[config.mk]
export PLATFORM = sky130hd
export DESIGN_NAME = demux4_tdm
export DESIGN_NICKNAME = d
export VERILOG_FILES = /design/src/rtl/demux4_tdm.sv
export SDC_FILE = /design/constraint.sdc
export NUM_CORES = 1
export LEC_CHECK = 0
export ABC_AREA = 1
export ABC_CLOCK_PERIOD_IN_PS = 2500
export BUFFER_PORTS_ARGS = -buffer_cell sky130_fd_sc_hd__buf_2
export CAP_MARGIN = 20
export CORE_MARGIN = 2
export CORE_UTILIZATION = 45
export DETAILED_ROUTE_END_ITERATION = 10
export PLACE_DENSITY_LB_ADDON = 0.15
export SYNTH_ARGS = -nofsm -noshare
export SYNTH_HDL_FRONTEND = slang
export SYNTH_SLANG_ARGS = --single-unit
[constraint.sdc]
create_clock -name clk -period 2.5 [get_ports clk]
set_clock_uncertainty 0.15 [all_clocks]
set_input_delay 0.5 -clock clk [delete_from_list [all_inputs] [get_ports clk]]
set_output_delay 0.5 -clock clk [all_outputs]
set_load 0.03 [all_outputs]
[src/rtl/demux4_tdm.sv]
// 1-to-4 TDM demultiplexer. Words go to the channel picked by sel (directed
// mode) or by a round-robin pointer (auto mode). Each channel has a valid/ack handshake.
module demux4_tdm #(
    parameter int WIDTH = 4
) (
    input  logic             clk,
    input  logic             rst_n,
    input  logic             en,
    input  logic             auto,
    input  logic [1:0]       sel,
    input  logic [WIDTH-1:0] din,
    input  logic             in_valid,
    output logic             in_ready,
    output logic [WIDTH-1:0] a,
    output logic [WIDTH-1:0] b,
    output logic [WIDTH-1:0] c,
    output logic [WIDTH-1:0] d,
    output logic [3:0]       vld,
    input  logic [3:0]       ack,
    output logic             frame_done
);

    logic [WIDTH-1:0] ch_q [4];
    logic [WIDTH-1:0] ch_d [4];
    logic [3:0]       vld_q, vld_d;
    logic [1:0]       rr_q, rr_d;
    logic             frame_q, frame_d;
    logic [1:0]       tgt;
    logic             accept;

    // en is an active-high disable. in_ready is also held low while in reset.
    always_comb begin
        tgt      = auto ? rr_q : sel;
        in_ready = rst_n & ~en & (~vld_q[tgt] | ack[tgt]);
        accept   = in_valid & in_ready;
    end

    always_comb begin
        for (int i = 0; i < 4; i++) ch_d[i] = ch_q[i];
        vld_d   = vld_q & ~ack;
        rr_d    = rr_q;
        frame_d = 1'b0;
        if (en) begin
            for (int i = 0; i < 4; i++) ch_d[i] = '0;
            vld_d = '0;
            rr_d  = '0;
        end else if (accept) begin
            // A load into a channel wins over an ack on that channel, so vld stays set.
            ch_d[tgt]  = din;
            vld_d[tgt] = 1'b1;
            if (auto) begin
                rr_d    = rr_q + 2'd1;
                frame_d = (rr_q == 2'd3);
            end
        end
    end

    always_ff @(posedge clk or negedge rst_n) begin
        if (!rst_n) begin
            for (int i = 0; i < 4; i++) ch_q[i] <= '0;
            vld_q   <= '0;
            rr_q    <= '0;
            frame_q <= 1'b0;
        end else begin
            for (int i = 0; i < 4; i++) ch_q[i] <= ch_d[i];
            vld_q   <= vld_d;
            rr_q    <= rr_d;
            frame_q <= frame_d;
        end
    end

    assign a          = ch_q[0];
    assign b          = ch_q[1];
    assign c          = ch_q[2];
    assign d          = ch_q[3];
    assign vld        = vld_q;
    assign frame_done = frame_q;

endmodule

==> flow_metrics.py, run 1 <==
metrics = {
    "power": {
        "power_density_nw_per_um2": 461,
        "maximum_ir_drop_on_the_vdd_rail_uv": 348,
        "leakage_nw": 0.874,
    },
    "worst_setup_path": {
        "arrival_ps": 1640,
        "critical_path_class": "flip-flop to output port",
        "crit_fanout": 6,
        "startpoint_type": "flip-flop",
        "r2r_slack_ps": 690,
        "cp-end-kind": "output port",
        "crit_required_ps": 1850,
    },
    "clock_tree": {
        "cts_inserted_buffers": 3,
        "clk_root_buffer_cell": "clkbuf_4",
        "cts_resized": 0,
        "cts_setup_buffers": 1,
        "clk_pin_slew_worst_paths_ps": 120,
        "tritoncts_clock_tree": "done",
        "ctsLongestPathBuffers": 2,
        "hold_buffers": 0,
        "cts.sink_count": 23,
        "clock_insertion_delay_worst_skew_ps": 310,
        "max_h_tree_level": 1,
    },
    "placed_design": {
        "finalWeightedCongestion": 0.777,
        "io_buffer_count": 36,
        "preCtsSetupSlack_ps": 28.8,
        "placedInstanceArea_um2": 1430,
        "dp_hpwl_um": 2250,
    },
    "global_route": {
        "gr-usage-met3_pct": 3.00,
        "fraction_of_met2_tracks_used_by_global_routing_pct": 33.9,
        "grt_busiest_layer": "met2",
        "pin_count_of_the_biggest_net_entering_global_routing": 24,
        "gr-usage-all-layers_pct": 20.3,
        "grt_antenna_before_repair": 0,
        "grt_pass1_wl_um": 5160,
        "grt_use_met1_pct": 26.1,
        "number_of_global_route_vias_before_repair": 1194,
        "grt_overflow_total": 0,
    },
    "logic_synthesis": {
        "synth.distinct_cells": 17,
        "synth.net_count": 169,
        "synth_warnings": 0,
        "synth_seq_cells": 23,
        "synthesis.instances": 153,
        "sequential_area_share_after_synthesis_pct": 46.6,
        "syn-mean-instance-area_um2": 8.08,
        "syn_area_um2": 1240,
    },
    "timing": {
        "setup_viol": 0,
        "slew_violations": 0,
        "holdWs_ps": 34.7,
        "period_share_pct": 91.5,
        "finalHoldViolations": 0,
        "slew-limit-headroom_pct": 73.5,
        "grt_setup_unrepaired": "no",
        "layout_setup_ws_ps": 212,
        "timing.setup.tns_ps": 0,
        "max_clock_freq_mhz": 437,
        "period_needed_ps": 2290,
        "tightest_slew_ps": 398,
    },
    "route": {
        "wire_per_inst_um": 13.9,
        "overall_via_count_from_detail_route": 1203,
        "drc_errors": 0,
        "detailedRoute.firstPassIterationCount": 5,
        "number_of_drc_markers_in_iteration_0": 51,
        "routed_wirelength_um": 3060,
        "routed_via_density": 5.44,
        "drt.antenna.violating_nets": 0,
    },
    "hold_path": {
        "worstHoldPathType": "primary input to async pin",
    },
    "layout": {
        "layout.nets": 207,
        "final_common_cell": "nand2_1",
        "ff_latch_area_um2": 576,
        "multi_input_area_um2": 557,
        "mostFrequentLayoutCells": "40 x nand2_1, 36 x buf_2, 23 x nand4_1, 23 x dfrtp_1, 22 x nand3_1",
        "layout.cell_area.non_filler_um2": 1460,
        "syn2layout_area_growth_pct": 18.3,
        "filler_cell_count": 268,
        "final_layout_size_suffix_gt1_share_pct": 27.4,
        "diodes": 0,
    },
    "run": {
        "drv_cap": 0,
    },
    "floorplan": {
        "dieWidth_um": 56.4,
        "core_area_um2": 2690,
        "die_area_um2": 3180,
        "std_cell_rows": 19,
        "die-height_um": 56.4,
        "ios": 37,
        "initial_utilization_pct": 46.0,
    },
    "status": {
        "outcome": "complete, no violations",
    },
}
==> final cells by class <==
type	instances	area share [%]
multi-input cells	108	38.1
clock buffers	4	1.80
well taps	31	2.65
flip-flops and latches	23	39.3
inverters	16	4.28
repair buffers	39	13.9
==> layer usage <==
| metal | routed length (um) | up-vias |
|---|---|---|
| met5 | 0 | - |
| met3 | 185 | 8 |
| li1 | - | 588 |
| met2 | 1470 | 50 |
| met1 | 1350 | 557 |
| met4 | 59 | 0 |
==> cells in the mapped netlist <==
cell | number | area share, %
a21oi_4 | 1 | 1.3
nor2_1 | 9 | 2.7
nand2_1 | 40 | 12
inv_1 | 14 | 4.3
clkinv_1 | 1 | 0.30
clkbuf_1 | 1 | 0.30
nand3_1 | 22 | 8.9
nand2_2 | 3 | 1.5
a21oi_1 | 4 | 1.6
inv_4 | 1 | 0.51
dfrtp_1 | 23 | 47
nand4_1 | 23 | 12
buf_2 | 3 | 1.2
ha_1 | 1 | 1.0
buf_6 | 2 | 1.8
nand2_4 | 4 | 3.6
nor2_2 | 1 | 0.51
==> flip-flops by register name, indices dropped and copies added (netlist names) <==
register    flops
a               4
b               4
c               4
d               4
vld             4
rr_q            2
frame_done      1
==> cell families after synthesis <==
group                      count (synthesis)  synth area share [%]
buffers and inverters                     22                  8.40
DFF                                       23                  46.6
adders and majority gates                  1                  1.01
and+or+nand+nor                          102                  41.1
AOI/OAI and AO/OA                          5                  2.94
==> through the flow <==
step / util, % / total power, mW / instances
after floorplan: - / 0.467 / 153
after detailed placement: 53.2 / 0.506 / 216
after CTS: 54.4 / 0.677 / 221
after global placement: 53.2 / 0.502 / 216
final: 54.4 / 0.674 / 221
after global routing: 54.4 / 0.701 / 221
==> where the power goes <==
part	internal, mW	leakage, nW	switching [mW]	total (mW)
clock network	0.0624	0.0150	0.110	0.172
logic	0.0327	0.540	0.0866	0.119
registers	0.378	0.319	0.00413	0.382
==> path summary, 6_finish.rpt <==
| check | from | endpoint | depth (start not counted) |
|---|---|---|---|
| max | rr_q[0] | in_ready | 8 |
| min | rst_n | a[0] | 2 |
| max reg2reg | rr_q[0] | d[3] | 11 |
| min reg2reg | d[1] | d[1] | 2 |
| max in group asynchronous | rst_n | b[3] | 2 |
| min in group clk | ack[3] | vld[3] | 4 |
==> worst max-delay path, stage by stage, from the launching register on <==
cell	delay [ps]
dfrtp_1	430
inv_1	90
nand2_1	80
nand2_4	100
nand3_1	70
nand2_1	90
nor2_2	60
a21oi_4	170
buf_2	220
No activity file was read; power rests on OpenSTA's default activity.
==> run 2: changes to the inputs <==
Settings changed: GPL_TIMING_DRIVEN from default to 0.
==> run 2 against run 1 <==
Effect of this change: sequential power barely moved; non-clock buffer count grew 7; critical path type unchanged; maximum frequency decreased by 4.9%; register-to-register slack worse by 30 ps; sequential share of layout area down 2.1 points; clock-buffer cell count unchanged; routed wire length is 1.0% lower.
==> flow_metrics.py, run 2 (synthesized netlist as in run 1, its figures left out) <==
metrics = {
    "placed_design": {
        "io_buffer_count": 34,
        "dp_hpwl_um": 2200,
        "finalWeightedCongestion": 0.832,
        "placedCellCount": 218,
    },
    "layout": {
        "filler_cell_count": 260,
        "syn2layout_area_growth_pct": 25.0,
        "mostFrequentLayoutCells": "40 x nand2_1, 35 x buf_2, 23 x nand4_1, 23 x dfrtp_1, 22 x nand3_1",
        "layout.nets": 215,
        "ff_latch_area_um2": 576,
        "util_after_layout_pct": 57.5,
        "final_layout_size_suffix_gt1_share_pct": 29.3,
        "multi_input_area_um2": 566,
        "finalNonFillerCells": 229,
        "final_common_cell": "nand2_1",
        "diodes": 0,
    },
    "global_route": {
        "pin_count_of_the_biggest_net_entering_global_routing": 25,
        "grt_pass1_wl_um": 4890,
        "number_of_global_route_vias_before_repair": 1108,
        "grt_overflow_total": 0,
        "grt_antenna_before_repair": 0,
        "gr-usage-all-layers_pct": 19.2,
    },
    "run": {
        "drv_cap": 0,
    },
    "timing": {
        "setup_viol": 0,
        "period_share_pct": 96.3,
        "finalHoldViolations": 0,
        "tightest_slew_ps": 438,
        "slew_violations": 0,
        "max_clock_freq_mhz": 415,
        "holdWs_ps": 289,
        "grt_setup_unrepaired": "no",
        "period_needed_ps": 2410,
        "slew-limit-headroom_pct": 70.8,
    },
    "route": {
        "drt.antenna.violating_nets": 0,
        "overall_via_count_from_detail_route": 1236,
        "drc_errors": 0,
        "number_of_drc_markers_in_iteration_0": 44,
        "wire_per_inst_um": 13.2,
        "detailedRoute.firstPassIterationCount": 4,
        "routed_wirelength_um": 3030,
        "routed_via_density": 5.40,
    },
    "clock_tree": {
        "clk_pin_slew_worst_paths_ps": 120,
        "clk_root_buffer_cell": "clkbuf_4",
        "cts_inserted_buffers": 3,
        "cts.sink_count": 23,
        "max_h_tree_level": 1,
        "clock_insertion_delay_worst_skew_ps": 310,
        "ctsLongestPathBuffers": 2,
        "tritoncts_clock_tree": "done",
    },
    "worst_setup_path": {
        "cp-end-kind": "output port",
        "critical_path_class": "flip-flop to output port",
        "crit_path_start": "rr_q[0]",
        "r2r_slack_ps": 660,
        "reg2reg_depth": 10,
        "crit_fanout": 6,
        "arrival_ps": 1760,
        "startpoint_type": "flip-flop",
        "crit_required_ps": 1850,
        "end_of_the_worst_register_to_register_path": "b[1]",
        "timing.rr.start": "rr_q[0]",
    },
    "power": {
        "maximum_ir_drop_on_the_vdd_rail_uv": 349,
        "power_density_nw_per_um2": 445,
        "leakage_nw": 0.914,
    },
    "floorplan": {
        "die-height_um": 56.4,
        "std_cell_rows": 19,
        "dieWidth_um": 56.4,
        "core_area_um2": 2690,
        "die_area_um2": 3180,
        "initial_utilization_pct": 46.0,
        "ios": 37,
    },
    "status": {
        "outcome": "complete, no violations",
    },
    "hold_path": {
        "hold_path_depth": 4,
        "holdCritStartpoint": "ack[0]",
        "worstHoldPathType": "primary input to flip-flop",
        "hold-path-endpoint": "vld[0]",
    },
}
-- run 2: changes by cell type in the layout (fill, tap and decap cells not counted) --
cell | before | now
buf_12 | 0 | 1
dlygate4sd3_1 | 0 | 1
a21oi_2 | 0 | 1
buf_6 | 0 | 2
clkbuf_4 | 3 | 5
buf_4 | 3 | 4
buf_2 | 36 | 35
clkbuf_1 | 1 | 2
-- run 2: stage by stage --
step | instance area, um^2 | setup slack [ps] | TNS (ps) | power (mW)
after floorplan | 1240 | 410 | 0 | 0.467
after global placement | 1450 | 65.2 | 0 | 0.505
after detailed placement | 1450 | -4.36 | -4.36 | 0.509
after CTS | 1490 | 13.4 | 0 | 0.681
after global routing | 1550 | 0.955 | 0 | 0.716
final | 1550 | 93.1 | 0 | 0.687
-- run 2: worst max-delay path by stage --
stage | to | slack (ps) | cells after the start
6_report | in_ready | 90 | 9
5_1_grt | in_ready | 1 | 10
4_1_cts | in_ready | 10 | 9
3_5_place_dp | in_ready | -4 | 5
3_3_place_gp | in_ready | 70 | 5
2_1_floorplan | in_ready | 410 | 9
-- run 2: area by class of cell --
| cell class | count | share of cell area, % |
|---|---|---|
| multi-input cells | 109 | 36.6 |
| plain buffers | 6 | 2.67 |
| repair buffers | 40 | 15.2 |
| well taps | 31 | 2.51 |
| inverters | 16 | 4.05 |
| flip-flops and latches | 23 | 37.2 |
| clock buffers | 4 | 1.70 |
-- run 2: metal layers --
metal	wire length [um]	vias to the layer above	track usage, %
met3	171	7	2.07
li1	-	607	-
met1	1360	570	26.8
met2	1440	52	31.3
met5	0	-	0
met4	57	0	6.12
-- run 2: timing repair --
item,4_1_cts,5_1_grt
hold endpoints to repair,0,23
cloned,1,0
resized for setup,0,2
buffers inserted,1,3
hold buffers,0,2
pin swaps,1,1
setup endpoints to repair,1,1
-- run 2: critical path, cell delays in order, from the launching register on --
cell and delay [ps]:
dfrtp_1 410, inv_1 80, nand2_1 100, nand2_4 80
nand3_1 70, nand2_1 70, nor2_2 240, a21oi_4 110
buf_6 130, clkbuf_4 170
-- run 2: where the power goes --
part	switching (mW)	internal, mW
Sequential	0.00423	0.378
Combinational	0.0897	0.0433
Clock	0.109	0.0624
==> run 3: changes to the inputs <==
Settings changed: ABC_AREA 1 to default.
==> run 3 against run 2 <==
Effect of this change: core utilization rose by 0.21 points; routed wire length shrank 25%; synthesized area fell by 9.3%; via count shrank 33%; total power is 7.5% lower; maximum frequency up 0.60%; clock power about the same; final area shrank 10%; cell count decreased by 29%; flip-flop and latch count unchanged; critical path type unchanged; largest power group unchanged; highest routed layer unchanged.
==> flow_metrics.py, run 3 <==
metrics = {
    "status": {
        "outcome": "complete, no violations",
    },
    "power": {
        "power.internal_uw": 470,
        "power_density_nw_per_um2": 457,
        "maximum_ir_drop_on_the_vdd_rail_uv": 388,
        "swShare_pct": 26.0,
        "power.share.combinational_pct": 13.5,
        "part_of_the_power_in_registers_pct": 60.1,
        "power_switching_uw": 165,
        "pwr-share-clk_pct": 26.4,
        "leakage_nw": 0.706,
    },
    "layout": {
        "util_after_layout_pct": 57.7,
        "final_common_cell": "buf_2",
        "mostFrequentLayoutCells": "35 x buf_2, 22 x nor2_1, 22 x dfrtp_1, 17 x mux2i_1, 5 x nor2b_1",
        "diodes": 0,
        "finalNonFillerCells": 163,
        "layout.nets": 150,
        "ff_latch_area_um2": 577,
        "syn2layout_area_growth_pct": 24.1,
        "filler_cell_count": 218,
        "final_layout_size_suffix_gt1_share_pct": 38.3,
        "multi_input_area_um2": 548,
    },
    "clock_tree": {
        "clk_pin_slew_worst_paths_ps": 120,
        "clock_insertion_delay_worst_skew_ps": 310,
        "max_h_tree_level": 1,
        "clk_root_buffer_cell": "clkbuf_4",
        "ctsLongestPathBuffers": 2,
        "cts_inserted_buffers": 3,
        "hold_buffers": 0,
        "cts.sink_count": 23,
        "tritoncts_clock_tree": "done",
    },
    "placed_design": {
        "placedCellCount": 158,
        "preCtsSetupSlack_ps": -57.4,
        "dp_hpwl_um": 1650,
        "finalWeightedCongestion": 0.750,
        "io_buffer_count": 35,
    },
    "logic_synthesis": {
        "ys_dominant_reg_cell": "dfrtp_1",
        "synthesis.instances": 93,
        "syn_area_um2": 1120,
        "synth_top_cell_area_share_pct": 51.3,
        "synth.largest_area_cell": "dfrtp_1",
        "synth_warnings": 0,
        "asyncSetResetFlopFracSynth_pct": 100,
        "synth.net_count": 109,
        "yosys-top-cells-count": "23 x dfrtp_1, 22 x nor2_1, 19 x mux2i_1",
        "synth_seq_cells": 23,
        "synth-edff-count": 0,
        "ys_top_cells_by_area": "dfrtp_1 51%, mux2i_1 17%, nor2_1 7.4%",
        "synth.distinct_cells": 23,
        "synth.most_common_cell": "dfrtp_1",
        "sequential_area_share_after_synthesis_pct": 51.3,
        "syn-mean-instance-area_um2": 12.1,
    },
    "floorplan": {
        "core_area_um2": 2410,
        "ios": 37,
        "std_cell_rows": 18,
        "die-height_um": 53.9,
        "initial_utilization_pct": 46.5,
        "dieWidth_um": 53.9,
        "die_area_um2": 2910,
    },
    "timing": {
        "period_share_pct": 95.7,
        "max_clock_freq_mhz": 418,
        "period_needed_ps": 2390,
        "slew_violations": 0,
        "finalHoldViolations": 0,
        "setup_viol": 0,
        "slew-limit-headroom_pct": 62.9,
        "layout_setup_ws_ps": 108,
        "timing.setup.tns_ps": 0,
        "tightest_slew_ps": 557,
    },
    "worst_setup_path": {
        "cp_slowest_stage_delay_ps": 470,
        "cp.buffers_inverters": 1,
        "crit_required_ps": 1850,
        "crit_fanout": 4,
        "cp-end-kind": "output port",
        "worst_path_cell_trace": "mux2i_4 > mux2i_2 > mux2i_1 > nor3b_2 > buf_2",
        "arrival_ps": 1740,
        "crit_path_max_delay_cell_type": "dfrtp_2",
        "cp_top_family": "multiplexers",
        "critical_path_class": "flip-flop to output port",
        "startpoint_type": "flip-flop",
    },
    "global_route": {
        "pin_count_of_the_biggest_net_entering_global_routing": 27,
        "gr-usage-all-layers_pct": 18.3,
        "number_of_global_route_vias_before_repair": 772,
        "grt_antenna_before_repair": 0,
        "grt_overflow_total": 0,
        "grt_pass1_wl_um": 3640,
    },
    "route": {
        "routed_via_density": 5.11,
        "overall_via_count_from_detail_route": 833,
        "drc_errors": 0,
        "wire_per_inst_um": 13.9,
        "routed_wirelength_um": 2260,
        "drt.antenna.violating_nets": 0,
        "number_of_drc_markers_in_iteration_0": 9,
        "detailedRoute.firstPassIterationCount": 4,
    },
    "run": {
        "drv_cap": 0,
    },
    "hold_path": {
        "worstHoldPathType": "primary input to async pin",
    },
}
## run 3: final timing paths
kind                             to  cells past startpoint  slack (ps)    start
setup / recovery           in_ready                      5         110  rr_q[1]
hold / removal              rr_q[0]                      1          10    rst_n
setup reg to reg               b[2]                      5         640  rr_q[1]
hold reg to reg                b[0]                      2         380     b[0]
max in group asynchronous   rr_q[1]                      1        1800    rst_n
min in group clk               b[1]                      3         320   din[1]
## run 3: kinds of logic (layout without fill, tap and decap cells)
| group | count (synthesis) | in the layout | share of synthesized area (%) |
|---|---|---|---|
| AND/OR/NAND/NOR | 38 | 38 | 21.0 |
| flip-flops | 23 | 23 | 51.3 |
| multiplexers | 22 | 22 | 22.2 |
| buffers and inverters | 5 | 45 | 1.67 |
| AO/OA/AOI/OAI | 4 | 4 | 2.68 |
| adder cells (fa/ha/maj) | 1 | 1 | 1.12 |
## run 3: stage by stage
stage,hold WS (ps),instance area [um^2],power (mW)
after detailed placement,361,1340,0.472
after floorplan,54.4,1130,0.436
final,12.4,1390,0.636
after CTS,21.8,1370,0.641
after global routing,42.7,1390,0.669
after global placement,351,1340,0.470
## run 3: what timing repair did
action                     4_1_cts  5_1_grt
pin swaps                        0        0
setup endpoints to repair        1        1
resized for setup                0        4
buffers inserted                 1        0
## run 3: layout make-up
| cell class | count | share of cell area (%) |
|---|---|---|
| Multi-Input combinational cell | 65 | 39.4 |
| Clock inverter | 1 | 0.360 |
| Clock buffer | 3 | 1.62 |
| Buffer | 3 | 0.809 |
| Timing Repair Buffer | 36 | 13.1 |
| Inverter | 2 | 0.540 |
| Tap cell | 30 | 2.70 |
| Sequential cell | 23 | 41.5 |
## run 3: layer usage
layer  GRT usage, %  vias to the layer above  wire length (um)
met2           28.3                       24              1100
met3           3.33                        4               115
met1           24.1                      401               992
met5              0                        -                 0
met4           10.3                        0                49
li1               -                      404                 -
## run 3: power by group through the flow
stage	registers [mW]	clock network (mW)	logic [mW]
2_1_floorplan	0.397	0	0.0391
3_3_place_gp	0.389	0	0.0814
3_5_place_dp	0.389	0	0.0831
4_1_cts	0.382	0.175	0.0848
5_1_grt	0.383	0.193	0.0935
6_report	0.382	0.168	0.0858
